<file path="config.mk">
export PLATFORM = sky130hd
export DESIGN_NAME = rggen_apb_bridge
export DESIGN_NICKNAME = d
export VERILOG_FILES = /design/src/rtl/rggen_rtl_pkg.sv /design/src/rtl/rggen_apb_bridge.sv
export SDC_FILE = /design/constraint.sdc
export NUM_CORES = 1
export LEC_CHECK = 0
export CAP_MARGIN = 15
export CORE_AREA = 2 2 107 67
export CTS_CLUSTER_SIZE = 10
export DETAILED_ROUTE_END_ITERATION = 10
export DIE_AREA = 0 0 109 69
export DONT_BUFFER_PORTS = 1
export GPL_ROUTABILITY_DRIVEN = 0
export GPL_TIMING_DRIVEN = 0
export PLACE_DENSITY = 0.72
export SYNTH_ARGS = -nofsm -noshare
export SYNTH_HDL_FRONTEND = slang
export SYNTH_SLANG_ARGS = --single-unit
</file>
<file path="constraint.sdc">
create_clock -name clk -period 4.15 [get_ports clk]
set_input_delay 0.2075 -clock clk [delete_from_list [all_inputs] [get_ports clk]]
set_output_delay 0.2075 -clock clk [all_outputs]
set_load 0.005 [all_outputs]
</file>
<file path="src/rtl/rggen_rtl_pkg.sv">
// Shared register-bus types: access direction and response status.
package rggen_rtl_pkg;

  typedef enum logic {
    RGGEN_READ  = 1'b0,
    RGGEN_WRITE = 1'b1
  } rggen_direction;

  typedef enum logic [1:0] {
    RGGEN_OKAY         = 2'b00,
    RGGEN_EXOKAY       = 2'b01,
    RGGEN_SLAVE_ERROR  = 2'b10,
    RGGEN_DECODE_ERROR = 2'b11
  } rggen_status;

endpackage

</file>
<file path="src/rtl/rggen_apb_bridge.sv">
// Converts one register-bus request into one APB4 transfer.
// Fixed 3-cycle minimum latency. ACCESS stalls on pready, with an optional timeout.
module rggen_apb_bridge
  import rggen_rtl_pkg::*;
#(
  parameter int ADDRESS_WIDTH  = 16,
  parameter int DATA_WIDTH     = 32,
  parameter int TIMEOUT_CYCLES = 0
)(
  input  logic                      clk,
  input  logic                      rst_n,
  input  logic                      bus_request,
  input  logic [ADDRESS_WIDTH-1:0]  bus_address,
  input  rggen_direction            bus_direction,
  input  logic [DATA_WIDTH-1:0]     bus_write_data,
  input  logic [DATA_WIDTH/8-1:0]   bus_write_strobe,
  output logic                      bus_ready,
  output logic [DATA_WIDTH-1:0]     bus_read_data,
  output rggen_status               bus_status,
  output logic                      psel,
  output logic                      penable,
  output logic                      pwrite,
  output logic [ADDRESS_WIDTH-1:0]  paddr,
  output logic [2:0]                pprot,
  output logic [DATA_WIDTH-1:0]     pwdata,
  output logic [DATA_WIDTH/8-1:0]   pstrb,
  input  logic                      pready,
  input  logic                      pslverr,
  input  logic [DATA_WIDTH-1:0]     prdata,
  output logic                      timeout
);

  typedef enum logic [1:0] {
    IDLE,
    SETUP,
    ACCESS,
    RESPOND
  } state_e;

  localparam bit TIMEOUT_EN = (TIMEOUT_CYCLES > 0);
  localparam int CW = TIMEOUT_EN ? $clog2(TIMEOUT_CYCLES + 1) : 1;
  // Counter holds completed ACCESS cycles, so the last permitted cycle sees LIMIT.
  localparam logic [CW-1:0] LIMIT = TIMEOUT_EN ? CW'(TIMEOUT_CYCLES - 1) : '0;

  state_e          state;
  state_e          state_next;
  logic [CW-1:0]   count;
  logic            expired;

  assign pprot   = 3'b000;
  assign expired = TIMEOUT_EN && (count == LIMIT);

  always_comb begin
    state_next = state;
    case (state)
      IDLE:    if (bus_request) state_next = SETUP;
      SETUP:   state_next = ACCESS;
      ACCESS:  if (pready || expired) state_next = RESPOND;
      RESPOND: state_next = IDLE;
      default: state_next = IDLE;
    endcase
  end

  always_ff @(posedge clk or negedge rst_n) begin
    if (!rst_n) begin
      state <= IDLE;
    end else begin
      state <= state_next;
    end
  end

  always_ff @(posedge clk or negedge rst_n) begin
    if (!rst_n) begin
      psel          <= 1'b0;
      penable       <= 1'b0;
      pwrite        <= 1'b0;
      paddr         <= '0;
      pwdata        <= '0;
      pstrb         <= '0;
      bus_ready     <= 1'b0;
      bus_read_data <= '0;
      bus_status    <= RGGEN_OKAY;
      timeout       <= 1'b0;
      count         <= '0;
    end else begin
      psel      <= (state_next == SETUP) || (state_next == ACCESS);
      penable   <= (state_next == ACCESS);
      bus_ready <= (state_next == RESPOND);

      if (state == IDLE && bus_request) begin
        paddr  <= bus_address;
        pwrite <= (bus_direction == RGGEN_WRITE);
        pwdata <= bus_write_data;
        pstrb  <= (bus_direction == RGGEN_WRITE) ? bus_write_strobe : '0;
      end

      if (state_next == SETUP) begin
        count <= '0;
      end else if (TIMEOUT_EN && state == ACCESS && !pready && !expired) begin
        count <= count + 1'b1;
      end

      // pready takes priority over an expiring counter in the same cycle.
      if (state == ACCESS && state_next == RESPOND) begin
        timeout       <= !pready;
        bus_status    <= (pready && !pslverr) ? RGGEN_OKAY : RGGEN_SLAVE_ERROR;
        bus_read_data <= (pready && !pwrite) ? prdata : '0;
      end else begin
        timeout <= 1'b0;
      end
    end
  end

endmodule

</file>
# --- Word level (Yosys, flattened, before mapping) ---
# Cells that the tools add are included.
word_totals:
  register_bits: 93
  latchBits: 0
  ramBits: 0
  mem_bits_ro: 0
  inputBits: 90
  wordCells: 33
  memories: 0
classes:
  addsub: 0
  n_mul: 0
  n_div: 0
  magnitude_cmp: 0
  eq_ne: 6
  shifts: 0
  muxes: 7
  bitwise: 0
  reduce_logical: 9
op_table:
  columns: ["op", "count"]
  rows:
  - ["$mux W32", 1]
  - ["$eq A2 B2 Y1 const B", 4]
  - ["$pmux W2 S4", 1]
  - ["$mux W2", 3]
  - ["$eq A2 B1 Y1 const B", 2]
  - ["$logic_and A1 B1 Y1", 4]
  - ["$mux W4", 1]
  - ["$logic_not A1 Y1", 3]
  - ["$logic_not A2 Y1", 1]
  - ["$logic_or A1 B1 Y1", 1]
  - ["$mux W1", 1]

# --- Logic depth before layout (Yosys ltp) ---
depth:
  depth_word: 5
  mapped_depth: 9
  ltp_nobuf: 7

# --- Worst setup path before layout ---
# No wires, ideal clock.
synth_path:
  path_type: "register -> register"
  start: "register state[0]"
  end: "register bus_read_data[0]"
  setup_time_ns: 0.121
  t_arrival_ns: 2.045
  slack_ns: 1.984
  path_stages_with_launch: 10
  path_buffers: 2
  period_less_slack_ns: 2.166
  cell_sequence: "dfrtp_1 > inv_1 > ha_1 > mux2_2 > o22a_1 > ha_1 > and4b_1 > buf_2 > buf_6 > a22o_1"
synth_via:
  elab_chain_cells: 4
  word_cells_on_any_way: 9
synth_lines:
  columns: ["item", "line_no", "source"]
  rows:
  - ["from (decl)", "rggen_apb_bridge.sv:45", "state_e state;"]
  - ["from (signal assigned)", "rggen_apb_bridge.sv:68", "state <= state_next;"]
  - ["$eq A2 B2 Y1 (tied with other cells)", "rggen_apb_bridge.sv:55", "case (state)"]
  - ["$pmux W2 S4 *", "rggen_apb_bridge.sv:55", null]
  - ["net state_next[0]", "rggen_apb_bridge.sv:46", "state_e state_next;"]
  - ["$eq A2 B2 Y1 *", "rggen_apb_bridge.sv:104", "if (state == ACCESS && state_next == RESPOND) begin"]
  - ["$logic_and A1 B1 Y1 *", "rggen_apb_bridge.sv:104", null]
  - ["to (signal assigned)", "rggen_apb_bridge.sv:107", "bus_read_data <= (pready && !pwrite) ? prdata : '0;"]
  - ["to (decl)", "rggen_apb_bridge.sv:18", "output logic [DATA_WIDTH-1:0] bus_read_data,"]
# Mark *: on every way through the listed nets, which the timed path passes. The rest lies on a longest branch.
# A chain may end at the register's enable or synchronous reset.

# --- Worst setup path in the final report ---
layout_path:
  start: "register state[0]"
  end: "register bus_read_data[26]"
# The elaborated chain is that of the path after synthesis.

==> impl_results.md <==
* Total congestion overflow at 0
* Unique cell type count in the Yosys netlist at 22
* Clk sink count at 92
* Final setup violation count at 0
* Die Area at roughly 0.0075 mm2
* Final TNS setup at 0 ns
* Worst hold start: pslverr
* Post-DR wirelength/cell at 20.8 um
* HP Class: in -> reg
* Type of the worst setup path: reg -> reg
* Count of input and output buffers at 0
* Standard-cell rows at 23
* Most frequently used flop master after synthesis: sky130_fd_sc_hd__dfrtp_1
* Outcome: finished clean
* Number of instances in the synthesized netlist at 215
* Cell chosen for the clock root: sky130_fd_sc_hd__clkbuf_8
* Worst hold path cell count at 2
* Starting DRT DRC Count at 79
* Share of synthesized area occupied by flip-flops and latches at about two thirds
* Maximum clock skew at final layout at approximately 0.0056 ns
* Critical path endpoint category: flop
* CP max stage cell: sky130_fd_sc_hd__dfrtp_1
* Syn Area/Cell at 16.4 um2
* Vias per inst at roughly 5.5
* Vert. Die Dim at 69 um
* Power Density at roughly 680 mW/mm2
* Total count of hold-check failures in the final report at 0
* Number of antenna violations at the first check in global routing at 0
* Final HPWL DP at between 4000 and 5000 um
* First-pass GRT wire length at 13000 um
* Core region area at roughly 0.0065 mm2
* Clock latency on the worst-skew pair at 0.35 ns
* Starting utilization of the core area at 53.9%
* DRT Wirelength at between 8000 and 9000 um
* Leading area contributor after synthesis: sky130_fd_sc_hd__dfrtp_1
* Signed area change from the synthesized netlist to the final layout at 33.2%
* Critical-path cell list: inv_1, ha_1, mux2_2, o22a_1, ha_1, nand2_1, clkbuf_1, a22o_1
* Cell repeated most along the worst path: sky130_fd_sc_hd__ha_1
* Post-Place Worst Slack at roughly 1.7 ns
* Depth of the most critical reg-to-reg path at 8
* Most frequent cells after synthesis: 92 x sky130_fd_sc_hd__dfrtp_1, 46 x sky130_fd_sc_hd__mux2_2, 32 x sky130_fd_sc_hd__a22o_1
* EDFF count, synth at 0
* Largest net degree at the start of global routing at 93
* Clock period minus final worst setup slack at 2.51 ns
* Yosys top cell area share at 65.4%
* Vias in the first global route at 2450
* Number of buffers added by the clock tree synthesis step at 9
* Diode insertion count for antenna repair at 0
* Hold Crit Endpoint: bus_status[1]
* Maximum fanout along the worst path at 10
* Clock tree from TritonCTS: built
* Number of register bits inferred by synthesis at 92
* Maximum root-to-sink buffer count at 2
* Fmax achieved at 399 MHz
* Leakage power figure at approximately 0.0022 uW
* Setup ws final at between 1.5 and 2 ns
* Max cap viols at 0
* Maximum level of the CTS H-tree at 3
* Fraction of synthesis flops using an asynchronous set or reset pin at 100%
* Reg-to-reg critical path startpoint: state[0]
* Slowest stage delay, CP at 0.41 ns
* Setup slack on the worst flop-to-flop path at 1.64 ns
* Peak VDD IR at 0.356 mV
* Residual DRC count at 0
* Slew Limit Fails at 0
* Data arrival time of the critical path at 2.79 ns
* Vias at around 2200
* Setup repair after global routing missed its margin: no
* I/O pin cnt at 184
* Fraction of final layout cells with drive strength greater than 1 at between 20 and 30%
* Nets at 408
* Die width at 109 um
* Syn. warnings at 0
* Mapped Area at between 0.003 and 0.004 mm2
* Number of nets with antenna violations after detailed routing at 0
* Global-route usage over all layers at 23.1%
* Router iterations before antenna repair at 4
* Biggest area contributors in the synthesized netlist: sky130_fd_sc_hd__dfrtp_1 65%, sky130_fd_sc_hd__mux2_2 15%, sky130_fd_sc_hd__a22o_1 8.0%
* Period utilisation layout at between 60% and 70%
* Clk pin slew, worst setup/hold paths at 0.08 ns
* Worst Setup Start Kind: flop
* Most instantiated library cell after synthesis: sky130_fd_sc_hd__dfrtp_1
* Worst EP required at between 4 and 5 ns
* R2r endpoint: bus_read_data[26]
[area by class of cell]
class / instances / area [um2]
buffer: 16 / 150
clock buffer: 11 / 141
clock inverter: 4 / 50.0
fill: 375 / 1840
inverter: 3 / 11.3
multi-input combinational: 107 / 1070
sequential: 92 / 2300
tap: 87 / 109
timing repair buffer: 84 / 858
[how the worst max path moves through the flow]
stage              from           endpoint  slack, ns
2_1_floorplan  state[0]   bus_read_data[0]       1.98
6_report       state[0]  bus_read_data[26]       1.64
5_1_grt        state[0]  bus_read_data[13]       1.50
3_3_place_gp   state[0]   bus_read_data[0]       1.83
4_1_cts        state[0]  bus_read_data[28]       1.71
3_5_place_dp   state[0]  bus_read_data[23]       1.73
[where the power goes]
group | switching [uW] | leakage (uW) | internal [uW]
combinational | 341 | 0.000922 | 540
sequential | 372 | 0.00115 | 1340
clock | 290 | 0.0000914 | 291
total | 1000 | 0.00216 | 2170
[flip-flops by register name, indices dropped and copies added (netlist names), 2 cells and up]
| signal | cells |
|---|---|
| state | 2 |
| pwdata | 32 |
| paddr | 16 |
| pstrb | 4 |
| bus_read_data | 32 |
[kinds of logic after synthesis]
| logic type | share of synthesized area, % |
|---|---|
| adders and majority gates | 1.78 |
| muxes | 16.4 |
| AOI/OAI and AO/OA | 9.77 |
| other | 0.107 |
| buffers and inverters | 4.58 |
| DFF | 65.4 |
| and+or+nand+nor | 1.95 |
[repair_timing]
item / 4_1_cts / 5_1_grt
endpoints found under the hold margin: 171 / 4
buffers inserted: 0 / 0
resized for setup: 0 / 0
hold buffers: 80 / 4
[stage by stage]
| stage | util, % | cell area (um2) | power [uW] | std cells | hold slack [ns] |
|---|---|---|---|---|---|
| after floorplan | - | 3530 | 2270 | 218 | -0.0881 |
| after global placement | 55.7 | 3640 | 2440 | 305 | -0.0868 |
| after detailed placement | 55.7 | 3640 | 2490 | 305 | -0.0870 |
| after CTS | 71.2 | 4650 | 3150 | 400 | 0.00125 |
| after global routing | 71.8 | 4690 | 3370 | 404 | 0.0582 |
| final | 71.8 | 4690 | 3180 | 404 | 0.0557 |
[per-layer routing]
metal,GRT usage (%),routed length (um),vias up,part of all wire [%]
met5,0,0,-,0
li1,-,-,964,-
met3,12.1,913,13,11
met1,25.0,3070,1137,36
met2,38.8,4270,125,51
met4,7.98,152,0,1.8
[critical path, delay by kind of cell, from the launching register on]
kind                       cells  cell delay, ns
buffers and inverters          2            0.51
adders and majority gates      2            0.48
AOI/OAI and AO/OA              2            0.45
DFF                            1            0.41
muxes                          1            0.36
and+or+nand+nor                1            0.22
[layout by cell type, fill, tap and decap left out, drive strengths merged, types with 2 or more instances in the layout]
master,synthesis,layout
dfrtp,92,92
dlygate4sd3,0,83
mux2,50,50
a22o,32,32
clkbuf,7,18
buf,9,10
ha,5,5
and4,4,4
a21o,4,4
conb,1,4
inv,3,3
clkinvlp,0,2
nand2,2,2
Note: power is estimated with default switching activity, not from simulation.
